$ cat src/rtl/ps2_pkg.sv
// Shared constants and helpers for the PS/2 keyboard receiver and event decoder.
package ps2_pkg;

  localparam logic [7:0] PS2_EXT   = 8'hE0;
  localparam logic [7:0] PS2_REL   = 8'hF0;
  localparam logic [7:0] PS2_PAUSE = 8'hE1;

  localparam int KEY_TGL = 10;
  localparam int KEY_PRS = 9;
  localparam int KEY_EXT = 8;

  localparam logic [2:0] PAUSE_SKIP = 3'd7;

  typedef enum logic [1:0] {
    RX_IDLE,
    RX_DATA,
    RX_PARITY,
    RX_STOP
  } rx_state_t;

  // Keyboard status/ack bytes that never carry a key event.
  function automatic logic is_discard(input logic [7:0] code);
    logic hit;
    case (code)
      8'hAA, 8'hFA, 8'hFE, 8'hEE, 8'h00, 8'hFF: hit = 1'b1;
      default:                                  hit = 1'b0;
    endcase
    return hit;
  endfunction

endpackage

$ cat src/rtl/ps2_frame_rx.sv
// PS/2 device-to-host line conditioning and 11-bit frame deserialiser with
// an inter-edge timeout that abandons stalled frames.
module ps2_frame_rx
  import ps2_pkg::*;
#(
  parameter int CLK_FREQ_HZ = 48000000,
  parameter int FILTER_LEN  = 8,
  parameter int TIMEOUT_US  = 2000
) (
  input  logic       clk_sys,
  input  logic       rst_n,
  input  logic       ps2_clk,
  input  logic       ps2_data,
  output logic       byte_stb,
  output logic [7:0] byte_dat,
  output logic       frame_err,
  output logic       timeout
);

  localparam int TO_LIMIT = CLK_FREQ_HZ / 1000000 * TIMEOUT_US;
  localparam int TO_W     = $clog2(TO_LIMIT + 1);

  logic [1:0] line_raw;
  logic [1:0] filt_level;
  logic [1:0] filt_low;

  assign line_raw = {ps2_data, ps2_clk};

  // Index 0 is the clock line, index 1 the data line.
  generate
    for (genvar gi = 0; gi < 2; gi++) begin : g_line
      logic [1:0]            sync_reg;
      logic [FILTER_LEN-1:0] shift_reg;
      logic                  level_reg;

      always_ff @(posedge clk_sys or negedge rst_n) begin
        if (!rst_n) begin
          sync_reg  <= '1;
          shift_reg <= '1;
          level_reg <= 1'b1;
        end else begin
          sync_reg  <= {sync_reg[0], line_raw[gi]};
          shift_reg <= {shift_reg[FILTER_LEN-2:0], sync_reg[1]};
          if (&shift_reg)
            level_reg <= 1'b1;
          else if (~|shift_reg)
            level_reg <= 1'b0;
        end
      end

      assign filt_level[gi] = level_reg;
      assign filt_low[gi]   = ~|shift_reg;
    end
  endgenerate

  // The filtered clock is about to drop: one strobe per falling edge.
  logic sample_stb;
  logic din;
  assign sample_stb = filt_level[0] & filt_low[0];
  assign din        = filt_level[1];

  rx_state_t        state_reg;
  logic [2:0]       bit_cnt_reg;
  logic [7:0]       shift_reg;
  logic             parity_reg;
  logic [TO_W-1:0]  to_cnt_reg;
  logic             byte_stb_reg;
  logic [7:0]       byte_dat_reg;
  logic             frame_err_reg;
  logic             timeout_reg;

  always_ff @(posedge clk_sys or negedge rst_n) begin
    if (!rst_n) begin
      state_reg     <= RX_IDLE;
      bit_cnt_reg   <= '0;
      shift_reg     <= '0;
      parity_reg    <= 1'b0;
      to_cnt_reg    <= '0;
      byte_stb_reg  <= 1'b0;
      byte_dat_reg  <= '0;
      frame_err_reg <= 1'b0;
      timeout_reg   <= 1'b0;
    end else begin
      byte_stb_reg  <= 1'b0;
      frame_err_reg <= 1'b0;
      timeout_reg   <= 1'b0;
      if (sample_stb) begin
        to_cnt_reg <= '0;
        case (state_reg)
          RX_IDLE: begin
            if (!din) begin
              state_reg   <= RX_DATA;
              bit_cnt_reg <= '0;
            end
          end
          RX_DATA: begin
            shift_reg   <= {din, shift_reg[7:1]};
            bit_cnt_reg <= bit_cnt_reg + 3'd1;
            if (bit_cnt_reg == 3'd7)
              state_reg <= RX_PARITY;
          end
          RX_PARITY: begin
            parity_reg <= din;
            state_reg  <= RX_STOP;
          end
          RX_STOP: begin
            if (din && ^{parity_reg, shift_reg}) begin
              byte_stb_reg <= 1'b1;
              byte_dat_reg <= shift_reg;
            end else begin
              frame_err_reg <= 1'b1;
            end
            state_reg <= RX_IDLE;
          end
          default: state_reg <= RX_IDLE;
        endcase
      end else if (state_reg == RX_IDLE) begin
        to_cnt_reg <= '0;
      end else if (to_cnt_reg == TO_W'(TO_LIMIT)) begin
        frame_err_reg <= 1'b1;
        timeout_reg   <= 1'b1;
        state_reg     <= RX_IDLE;
        to_cnt_reg    <= '0;
      end else begin
        to_cnt_reg <= to_cnt_reg + 1'b1;
      end
    end
  end

  assign byte_stb  = byte_stb_reg;
  assign byte_dat  = byte_dat_reg;
  assign frame_err = frame_err_reg;
  assign timeout   = timeout_reg;

endmodule

$ cat src/rtl/ps2_key_gen.sv
// PS/2 keyboard front end: folds E0/F0/E1 prefixes into single toggle-flagged
// key events on ps2_key for the core's keyboard decoder.
module ps2_key_gen
  import ps2_pkg::*;
#(
  parameter int CLK_FREQ_HZ = 48000000,
  parameter int FILTER_LEN  = 8,
  parameter int TIMEOUT_US  = 2000
) (
  input  logic        clk_sys,
  input  logic        RESET_N,
  input  logic        ps2_clk,
  input  logic        ps2_data,
  output logic [10:0] ps2_key,
  output logic        byte_stb,
  output logic [7:0]  byte_dat,
  output logic        frame_err
);

  logic       rx_stb;
  logic [7:0] rx_dat;
  logic       rx_err;
  logic       rx_timeout;

  ps2_frame_rx #(
    .CLK_FREQ_HZ(CLK_FREQ_HZ),
    .FILTER_LEN (FILTER_LEN),
    .TIMEOUT_US (TIMEOUT_US)
  ) u_frame_rx (
    .clk_sys  (clk_sys),
    .rst_n    (RESET_N),
    .ps2_clk  (ps2_clk),
    .ps2_data (ps2_data),
    .byte_stb (rx_stb),
    .byte_dat (rx_dat),
    .frame_err(rx_err),
    .timeout  (rx_timeout)
  );

  logic [10:0] key_reg;
  logic        ext_reg;
  logic        rel_reg;
  logic [2:0]  skip_reg;

  // A stalled frame loses sync with the prefix stream, so partial prefixes are dropped.
  always_ff @(posedge clk_sys or negedge RESET_N) begin
    if (!RESET_N) begin
      key_reg  <= '0;
      ext_reg  <= 1'b0;
      rel_reg  <= 1'b0;
      skip_reg <= '0;
    end else if (rx_timeout) begin
      ext_reg  <= 1'b0;
      rel_reg  <= 1'b0;
      skip_reg <= '0;
    end else if (rx_stb) begin
      if (skip_reg != 3'd0) begin
        skip_reg <= skip_reg - 3'd1;
      end else if (rx_dat == PS2_PAUSE) begin
        skip_reg <= PAUSE_SKIP;
      end else if (rx_dat == PS2_EXT) begin
        ext_reg <= 1'b1;
      end else if (rx_dat == PS2_REL) begin
        rel_reg <= 1'b1;
      end else if (!is_discard(rx_dat)) begin
        key_reg[KEY_TGL] <= ~key_reg[KEY_TGL];
        key_reg[KEY_PRS] <= ~rel_reg;
        key_reg[KEY_EXT] <= ext_reg;
        key_reg[7:0]     <= rx_dat;
        ext_reg          <= 1'b0;
        rel_reg          <= 1'b0;
      end
    end
  end

  assign ps2_key   = key_reg;
  assign byte_stb  = rx_stb;
  assign byte_dat  = rx_dat;
  assign frame_err = rx_err;

endmodule

$ cat config.mk
export PLATFORM = sky130hd
export DESIGN_NAME = ps2_key_gen
export DESIGN_NICKNAME = d
export VERILOG_FILES = /design/src/rtl/ps2_pkg.sv /design/src/rtl/ps2_frame_rx.sv /design/src/rtl/ps2_key_gen.sv
export SDC_FILE = /design/constraint.sdc
export NUM_CORES = 1
export LEC_CHECK = 0
export CAP_MARGIN = 20
export CELL_PAD_IN_SITES_DETAIL_PLACEMENT = 2
export CELL_PAD_IN_SITES_GLOBAL_PLACEMENT = 2
export CORE_AREA = 5 5 92 102
export CTS_CLUSTER_DIAMETER = 120
export CTS_CLUSTER_SIZE = 10
export DETAILED_ROUTE_END_ITERATION = 8
export DIE_AREA = 0 0 97 107
export PLACE_DENSITY = 0.85
export SLEW_MARGIN = 5
export SYNTH_ARGS = -nofsm -noshare
export SYNTH_HDL_FRONTEND = slang
export SYNTH_SLANG_ARGS = --single-unit
$ cat constraint.sdc
create_clock -name clk_sys -period 3.29 [get_ports clk_sys]
set_clock_uncertainty 0.1 [all_clocks]
set_input_delay 0.8225 -clock clk_sys [delete_from_list [all_inputs] [get_ports clk_sys]]
set_output_delay 0.8225 -clock clk_sys [all_outputs]
set_load 0.1 [all_outputs]
==> After elaboration in Yosys (flattened, before gate mapping) <==
Index checks and enable logic that the tools add are counted.
{ "word_totals": {"ff_bits": 80, "in_bits": 4, "out_inout_bits": 21, "word_cells": 127} }
{ "classes": {"n_addsub": 3, "eq_ne": 24, "n_mux": 48, "n_bitwise": 9, "n_reduce_logical": 24} }
{ "op_table": {"columns": ["operator", "n"], "rows": [
  ["equality test 8 bit (second input constant)", 8],
  ["two-way mux 17 bit", 3],
  ["two-way mux 1 bit", 33],
  ["adder 17 x 1 -> 17 bit (second input constant)", 1],
  ["equality test 17 bit (second input constant)", 1],
  ["AND reduction 8 bit", 2],
  ["OR reduction 8 bit", 2],
  ["two-way mux 3 bit", 5],
  ["!= test 2 x 1 -> 1 bit (second input constant)", 6],
  ["two-way mux 2 bit", 5],
  ["AND reduction 5 bit", 2],
  ["!= test 3 x 2 -> 1 bit (second input constant)", 3],
  ["parity 9 bit", 1],
  ["zero test 8 bit", 1],
  ["inverter 1 bit", 8],
  ["one-hot mux 2 bit (4 select lines)", 1],
  ["AND reduction 7 bit", 1],
  ["one-hot mux 3 bit (2 select lines)", 1],
  ["AND reduction 2 bit", 3],
  ["AND reduction 3 bit", 2],
  ["nonzero test 2 bit", 3],
  ["nonzero test 3 bit", 2],
  ["OR reduction 6 bit", 1],
  ["equality test 2 bit (second input constant)", 2],
  ["11 further kinds", 11]
]} }

==> Longest topological paths before layout <==
Gate-level depths: netlist of the first run.
{ "logic_depth": {"word_depth": 16, "ltp_mapped": 7, "ltp_nobuf": 7} }

==> Modules after synthesis <==
A second synthesis of the first run with hierarchy kept.
{ "hier_totals": {"cells_unflattened": 276, "area_unflattened_um2": 3484.6} }
{ "modules_own_cells": {"columns": ["mod", "n_inst", "cells_each", "area_per_inst_um2", "seq_area_each_um2"], "rows": [
  ["ps2_frame_rx", 1, 203, 2635.0, 1629.1],
  ["ps2_key_gen", 1, 73, 849.6, 400.4]
]} }

==> Worst setup path before layout of the first run <==
Ideal clock, no wire load.
{ "synth_path": {"kind": "register -> register", "start": "reg u_frame_rx.byte_dat_reg[4], in the netlist u_frame_rx.byte_dat[4]", "end": "reg key_reg[0], in the netlist ps2_key[0]", "setup_time_ps": 127, "arrival_ps": 2532, "t_required_ps": 3063, "path_slack_ps": 531, "stages_incl_launch_ff": 8, "n_path_buf": 2, "period_less_slack_ps": 2759, "cell_sequence": "dfrtp_1 buf_6 or4_1 or3_1 o211ai_2 a2111o_1 buf_6 mux2_4"} }
{ "synth_via": {"elab_chain_cells": 11, "elab_cells_between_ends": 22, "cone_classes": "8 x eq/ne; 7 x mux; 4 x bitwise; 3 x reduce/logical"} }
{ "synth_rtl": {"columns": ["element", "line", "text"], "rows": [
  ["start, declared", "ps2_frame_rx.sv:68", "logic [7:0] byte_dat_reg;"],
  ["start signal, assigned", "ps2_frame_rx.sv:109", "byte_dat_reg <= shift_reg;"],
  ["equality test 8 bit / zero test 8 bit (equally long branches)", "ps2_pkg.sv:24", "case (code)"],
  ["OR reduction 6 bit", "ps2_pkg.sv:24", null],
  ["two-way mux 1 bit", "ps2_pkg.sv:24", null],
  ["two-way mux 1 bit", "ps2_key_gen.sv:63", "end else if (rx_dat == PS2_REL) begin"],
  ["two-way mux 1 bit", "ps2_key_gen.sv:61", "end else if (rx_dat == PS2_EXT) begin"],
  ["two-way mux 1 bit", "ps2_key_gen.sv:59", "end else if (rx_dat == PS2_PAUSE) begin"],
  ["two-way mux 1 bit", "ps2_key_gen.sv:57", "if (skip_reg != 3'd0) begin"],
  ["two-way mux 1 bit", "ps2_key_gen.sv:56", "end else if (rx_stb) begin"],
  ["two-way mux 1 bit", "ps2_key_gen.sv:52", "end else if (rx_timeout) begin"],
  ["inverter 1 bit (no source line)", null, null],
  ["AND reduction 7 bit (no source line) *", null, null],
  ["end signal, assigned by index", "ps2_key_gen.sv:66", "key_reg[KEY_TGL] <= ~key_reg[KEY_TGL];"],
  ["end signal, assigned by index", "ps2_key_gen.sv:67", "key_reg[KEY_PRS] <= ~rel_reg;"],
  ["end signal, assigned by index", "ps2_key_gen.sv:68", "key_reg[KEY_EXT] <= ext_reg;"],
  ["end, declared", "ps2_key_gen.sv:40", "logic [10:0] key_reg;"]
]} }
Every way passes the cells marked *; elsewhere a longest branch is shown, timed or not. The select of a mux whose other input is x is not followed.
A chain may end at the register's enable or synchronous reset.

==> Worst setup path in the final report of the first run <==
{ "layout_path": {"start": "reg u_frame_rx.byte_dat_reg[4], in the netlist u_frame_rx.byte_dat[4]", "end": "reg key_reg[8], in the netlist ps2_key[8]"} }
Same word-level chain as after synthesis.

==> flow_metrics.py, run 1 <==
metrics = {
    "global_routing": {
        "grt_pass1_wl_mm": 13.23,
        "grt_pass1_vias": 2586,
        "grt_max_degree": 81,
        "grtUsageTotal_pct": 15.95,
        "antenna_found_initial": 0,
        "grt_overflow": 0,
    },
    "sta": {
        "post-route-period-util_pct": 82.14,
        "final.min_clock_period_ns": 2.703,
        "fin_tns_setup_ns": 0,
        "max_freq_mhz": 370.0,
        "hold_slack_ns": 0.2593,
        "rsz0062_at_grt": "no",
        "drv_slew": 0,
        "hold_viol": 0,
        "max_slew_margin_pct": 60.70,
        "worst_slew_pin_slew_ns": 0.5894,
        "finalSetupViolations": 0,
    },
    "floorplan": {
        "start_util_pct": 41.59,
        "die_area_um2": 10380,
        "core_area_um2": 8277,
        "die_w_um": 97,
        "fp.dieH_um": 107,
        "rows": 35,
        "io_pins": 25,
    },
    "logic_synthesis": {
        "yosys.cell_types.count": 43,
        "synthesis.nets": 286,
        "syn_inst": 272,
        "synth_top_area_share_pct": 42.17,
        "synth_area_per_cell_um2": 12.65,
        "async_flop_share_pct": 100.0,
        "yosys_most_used_dff": "dfrtp_1",
        "yosys.area.top_type": "dfrtp_1",
        "synth_warnings": 0,
        "ys_seq_area_share_pct": 58.96,
        "ys_ff_latch": 80,
        "syn_area_um2": 3442,
        "synth_area_leaders": "dfrtp_1, dfstp_2, mux2_2",
        "synth-edff-count": 0,
    },
    "clocking": {
        "htree_levels": 3,
        "cts_hold_buf": 0,
        "clkSinkCount": 80,
        "cts_buffer_depth": 2,
        "post_cts_resized": 0,
        "clock_latency_ns": 0.35,
        "cts_buffers": 9,
        "clk_pin_slew_ns": 0.09,
        "cts_tree": "built",
        "cts_setup_buffers": 0,
        "cts-root-buf": "clkbuf_8",
    },
    "drt": {
        "drc": 0,
        "wirelength_mm": 7.927,
        "vias": 2231,
        "dr.pass1.iters": 4,
        "drt.antenna.violating_nets": 0,
        "drt_first_iter_violations": 30,
        "vias_per_cell": 5.312,
        "wl_per_cell_um": 18.87,
    },
    "worst_setup_path": {
        "critical_path_class": "flop to flop",
        "end_kind": "flop",
        "arrival_ns": 2.84,
        "required_ns": 3.43,
        "worstSetupStartpointType": "flop",
        "path_max_fanout": 11,
    },
    "outcome": {
        "status": "completed",
    },
    "final_layout": {
        "final_cells": 420,
        "final_cell_mix": "dfrtp_1, nor2_1, buf_4, dfstp_2, mux2_2",
        "final_util_pct": 48.13,
        "area_growth_pct": 15.74,
        "antennaDiodeCount": 0,
        "layout_commonest_cell": "dfrtp_1",
        "drive_above_1_share_pct": 28.80,
        "largest_reg_flops": 17,
        "nets": 318,
    },
    "hold_path": {
        "holdCritPathClass": "input pin to asynchronous set/reset pin",
    },
    "place": {
        "hpwl_mm": 5.197,
        "gp_congestion": 0.7999,
        "dp.cells": 403,
        "io_buffer_count": 24,
    },
    "flow_run": {
        "drv_cap": 0,
    },
    "pwr": {
        "power_leakage_nw": 1.874,
        "powerDensity_nw_per_um2": 459.8,
        "total_power_mw": 1.832,
        "ir_drop_v": 0.0001809,
    },
}
-- cells by family (layout without fill, tap and decap cells) --
family,Yosys count,after routing,synth area share (%)
and+or+nand+nor,90,90,13.16
AOI/OAI and AO/OA,20,20,4.253
muxes,31,31,10.87
DFF,80,80,58.96
adders and majority gates,10,10,3.635
buffers and inverters,15,52,2.108
xor gates and xnor gates,26,26,7.016
-- critical path, stage by stage, from the launching register on --
cell and delay, ns:
dfrtp_1 0.53, or4_1 0.59, or3_1 0.34, o211ai_2 0.11
a2111o_1 0.52, mux2_2 0.40
-- path summary, 6_finish.rpt --
path / startpoint / endpoint / slack (ns) / depth (start not counted)
max: u_frame_rx.byte_dat[4] / ps2_key[8] / 0.59 / 5
min: RESET_N / ps2_key[10] / 0.26 / 1
max reg2reg: u_frame_rx.byte_dat[4] / ps2_key[8] / 0.59 / 5
min reg2reg: u_frame_rx.g_line[0].sync_reg[0] / u_frame_rx.g_line[0].sync_reg[1] / 0.26 / 0
max in group asynchronous: RESET_N / u_frame_rx.g_line[1].sync_reg[1] / 2.19 / 2
min in group clk_sys: u_frame_rx.g_line[0].sync_reg[0] / u_frame_rx.g_line[0].sync_reg[1] / 0.26 / 0
-- synth_stat cells, drive strengths merged (2+ instances only) --
cell type / count
nor2: 26
a21oi: 3
inv: 11
nor4: 4
nor3: 3
mux2i: 4
xor2: 14
buf: 3
dfstp: 22
xnor2: 11
or3: 3
mux2: 27
or4: 3
ha: 10
and3: 5
nand2: 17
a22o: 2
nand3: 13
dfrtp: 58
o21ai: 5
nand4: 9
-- layer usage --
layer  GRT usage, %  wire, µm  vias up
li1               -         -     1010
met1          17.65      3247     1163
met2          29.39      4274       48
met3          3.839       275       10
met4          6.319       129        0
met5              0         0        -
-- where the power goes --
group          total, mW  internal, mW  switching [mW]
logic             0.0289       0.00801          0.0209
registers           1.02          1.01         0.00966
clock network      0.785         0.417           0.368
total               1.83          1.43           0.399
-- final cells by class --
type / count / area [µm²]
clock inverters: 2 / 15.01
repair buffers: 25 / 212.7
flip-flops and latches: 80 / 2029
clock buffers: 14 / 206.4
fillers: 792 / 4293
well taps: 111 / 138.9
inverters: 11 / 41.29
multi-input cells: 177 / 1340
-- per-stage QoR --
stage / area, µm² / worst slack, ns
floorplan: 3442 / 0.5313
global placement: 3735 / 0.7363
detailed placement: 3735 / 0.6550
CTS: 3956 / 0.5974
global route: 3984 / 0.5083
finish: 3984 / 0.5874
No activity file was read; power rests on OpenSTA's default activity.
==> run 2, diff against run 1 <==
--- a/config.mk
+++ b/config.mk
@@ -8,12 +8,12 @@
 export CAP_MARGIN = 20
 export CELL_PAD_IN_SITES_DETAIL_PLACEMENT = 2
 export CELL_PAD_IN_SITES_GLOBAL_PLACEMENT = 2
-export CORE_AREA = 5 5 92 102
+export CORE_AREA = 5 5 100 111
 export CTS_CLUSTER_DIAMETER = 120
 export CTS_CLUSTER_SIZE = 10
 export DETAILED_ROUTE_END_ITERATION = 8
-export DIE_AREA = 0 0 97 107
-export PLACE_DENSITY = 0.85
+export DIE_AREA = 0 0 105 116
+export PLACE_DENSITY = 0.76
 export SLEW_MARGIN = 5
 export SYNTH_ARGS = -nofsm -noshare
 export SYNTH_HDL_FRONTEND = slang
==> constraint.sdc (replaced) <==
create_clock -name clk_sys -period 2.2 [get_ports clk_sys]
set_clock_uncertainty 0.1 [all_clocks]
set_input_delay 0.55 -clock clk_sys [delete_from_list [all_inputs] [get_ports clk_sys]]
set_output_delay 0.55 -clock clk_sys [all_outputs]
set_load 0.1 [all_outputs]
==> run 2 against run 1 <==
Net effect:
- the run now ends with setup timing left
- maximum frequency is 19% higher
- clock-buffer cell count is 2 lower
- sequential power is 49% higher
- clock power is 48% higher
- register-to-register slack worse by 0.66 ns
- critical path depth is 1 higher
- power is 49% higher
- combinational power is 54% higher
==> flow_metrics.py, run 2 (synthesis results as in run 1) <==
metrics = {
    "sta": {
        "max_slew_margin_pct": 67.46,
        "post-route-period-util_pct": 103.1,
        "rsz0062_at_grt": "yes",
        "max_freq_mhz": 440.8,
        "final.setup.worst_slack_ns": -0.06856,
        "final.min_clock_period_ns": 2.269,
        "drv_slew": 0,
        "finalSetupViolations": 8,
        "hold_viol": 0,
        "worst_slew_pin_slew_ns": 0.4844,
    },
    "worst_setup_path": {
        "max_stage_delay_ns": 0.53,
        "crit_chain": "or4_4, or3_4, o211ai_2, a2111o_1, buf_12, mux2_4",
        "reg2reg_depth": 6,
        "arrival_ns": 2.41,
        "worstReg2RegEnd": "ps2_key[4]",
        "rrSetupSlack_ns": -0.07,
        "worstSetupStartpointType": "flop",
        "critical_path_class": "flop to flop",
        "path_max_fanout": 9,
        "critPathSlowestCell": "or4_4",
        "required_ns": 2.34,
        "r2r-start": "u_frame_rx.byte_dat[7]",
        "end_kind": "flop",
    },
    "place": {
        "hpwl_mm": 5.458,
        "io_buffer_count": 24,
        "gp_congestion": 0.7251,
        "dpl_cell_area_um2": 4073,
    },
    "hold_path": {
        "holdCritPathClass": "flop to flop",
        "hold_depth": 0,
        "worstHoldStart": "u_frame_rx.g_line[1].sync_reg[0]",
        "holdPathEnd": "u_frame_rx.g_line[1].sync_reg[1]",
    },
    "floorplan": {
        "start_util_pct": 35.14,
        "die_area_um2": 12180,
        "fp.dieH_um": 116,
        "io_pins": 25,
        "die_w_um": 105,
        "rows": 38,
        "core_area_um2": 9794,
    },
    "outcome": {
        "status": "complete, but fails checks",
        "violations": "setup timing",
    },
    "final_layout": {
        "nets": 342,
        "final_cell_mix": "dfrtp_1, buf_4, nor2_1",
        "area_growth_pct": 26.28,
        "largest_reg_flops": 17,
        "antennaDiodeCount": 0,
        "layout_commonest_cell": "dfrtp_1",
        "drive_above_1_share_pct": 38.14,
        "finish.instance_area_um2": 4347,
    },
    "global_routing": {
        "grt_overflow": 0,
        "grt_pass1_vias": 2672,
        "antenna_found_initial": 0,
        "grt_pass1_wl_mm": 13.32,
        "grt_max_degree": 38,
        "grtUsageTotal_pct": 13.77,
    },
    "pwr": {
        "powerDensity_nw_per_um2": 627.0,
        "seqPwrFrac_pct": 55.8,
        "power_leakage_nw": 2.030,
        "combPwrFrac_pct": 1.6,
        "ir_drop_v": 0.0002609,
        "clock_power_share_pct": 42.6,
        "p_switching_mw": 0.5817,
        "total_power_mw": 2.725,
        "power.internal_mw": 2.144,
        "sw_frac_of_total_pct": 21.35,
    },
    "drt": {
        "drt_first_iter_violations": 31,
        "drc": 0,
        "wirelength_mm": 7.651,
        "drt.antenna.violating_nets": 0,
        "vias_per_cell": 5.051,
        "vias": 2288,
        "wl_per_cell_um": 16.89,
        "dr.pass1.iters": 4,
    },
    "clocking": {
        "clk_pin_slew_ns": 0.08,
        "cts-root-buf": "clkbuf_8",
        "cts_tree": "built",
        "clock_latency_ns": 0.36,
        "cts_buffer_depth": 2,
        "htree_levels": 3,
        "cts_buffers": 9,
        "clkSinkCount": 80,
    },
    "flow_run": {
        "drv_cap": 0,
    },
}
-- run 2: changes by cell type in the layout (fill, tap and decap cells not counted), moves of 2 or more --
cell / change
clkbuf_16: -2
dfrtp_2: +6
buf_12: +12
dfrtp_1: -7
buf_4: +12
xnor2_1: -2
xnor2_2: +2
-- run 2: metrics by stage --
stage / util [%] / setup TNS [ns] / std cells / hold slack (ns) / setup slack, ns
2_1_floorplan: - / -2.131 / 272 / 0.1544 / -0.2413
3_3_place_gp: 41.58 / 0 / 434 / 0.2460 / 0.01624
3_5_place_dp: 41.58 / -0.5020 / 434 / 0.2476 / -0.06854
4_1_cts: 44.11 / -0.6459 / 453 / 0.2573 / -0.08385
5_1_grt: 44.38 / -1.014 / 453 / 0.2577 / -0.1196
6_report: 44.38 / -0.5282 / 453 / 0.2546 / -0.06856
-- run 2: critical path, delay by kind of cell, from the launching register on --
kind                   cells  cell delay [ns]
muxes                      1             0.29
buffers and inverters      1             0.16
DFF                        1             0.41
and+or+nand+nor            2             0.91
AOI/OAI and AO/OA          2             0.28
-- run 2: layout make-up --
class / instances / area [µm²]
Fill cell: 1011 / 5448
Multi-Input combinational cell: 177 / 1374
Clock inverter: 4 / 48.80
Sequential cell: 80 / 2041
Inverter: 11 / 41.29
Tap cell: 120 / 150.1
Clock buffer: 12 / 166.4
Timing Repair Buffer: 49 / 525.5
-- run 2: power by group through the flow --
stage / logic (mW) / registers, mW / clock network (mW)
after floorplan: 0.00440 / 1.54 / 0
after detailed placement: 0.0456 / 1.55 / 0
after CTS: 0.0476 / 1.52 / 1.21
final: 0.0444 / 1.52 / 1.16
after global placement: 0.0446 / 1.55 / 0
after global routing: 0.0530 / 1.52 / 1.28
-- run 2: worst max-delay path by stage --
stage,start,end,slack (ns),depth (start not counted)
finish,u_frame_rx.byte_dat[7],ps2_key[4],-0.07,6
global route,u_frame_rx.byte_dat[7],ps2_key[3],-0.12,6
CTS,u_frame_rx.byte_dat[7],ps2_key[4],-0.08,6
detailed placement,u_frame_rx.byte_dat[7],ps2_key[1],-0.07,6
global placement,u_frame_rx.byte_dat[7],ps2_key[1],0.02,6
floorplan,u_frame_rx.byte_dat[4],ps2_key[0],-0.24,7
-- run 2: layer usage --
layer  track usage [%]  part of all wire (%)
met5                 0                     0
met4             5.541                   1.9
met3             3.398                   3.4
met2             25.52                    55
met1             15.08                    40
-- run 2: timing repair --
action / CTS / global route
setup buffers: 2 / 0
resized for setup: 1 / 7
hold buffers: 1 / 0
endpoints found under the hold margin: 11 / 0
pin swaps: 1 / 1
setup endpoints to repair: 8 / 24
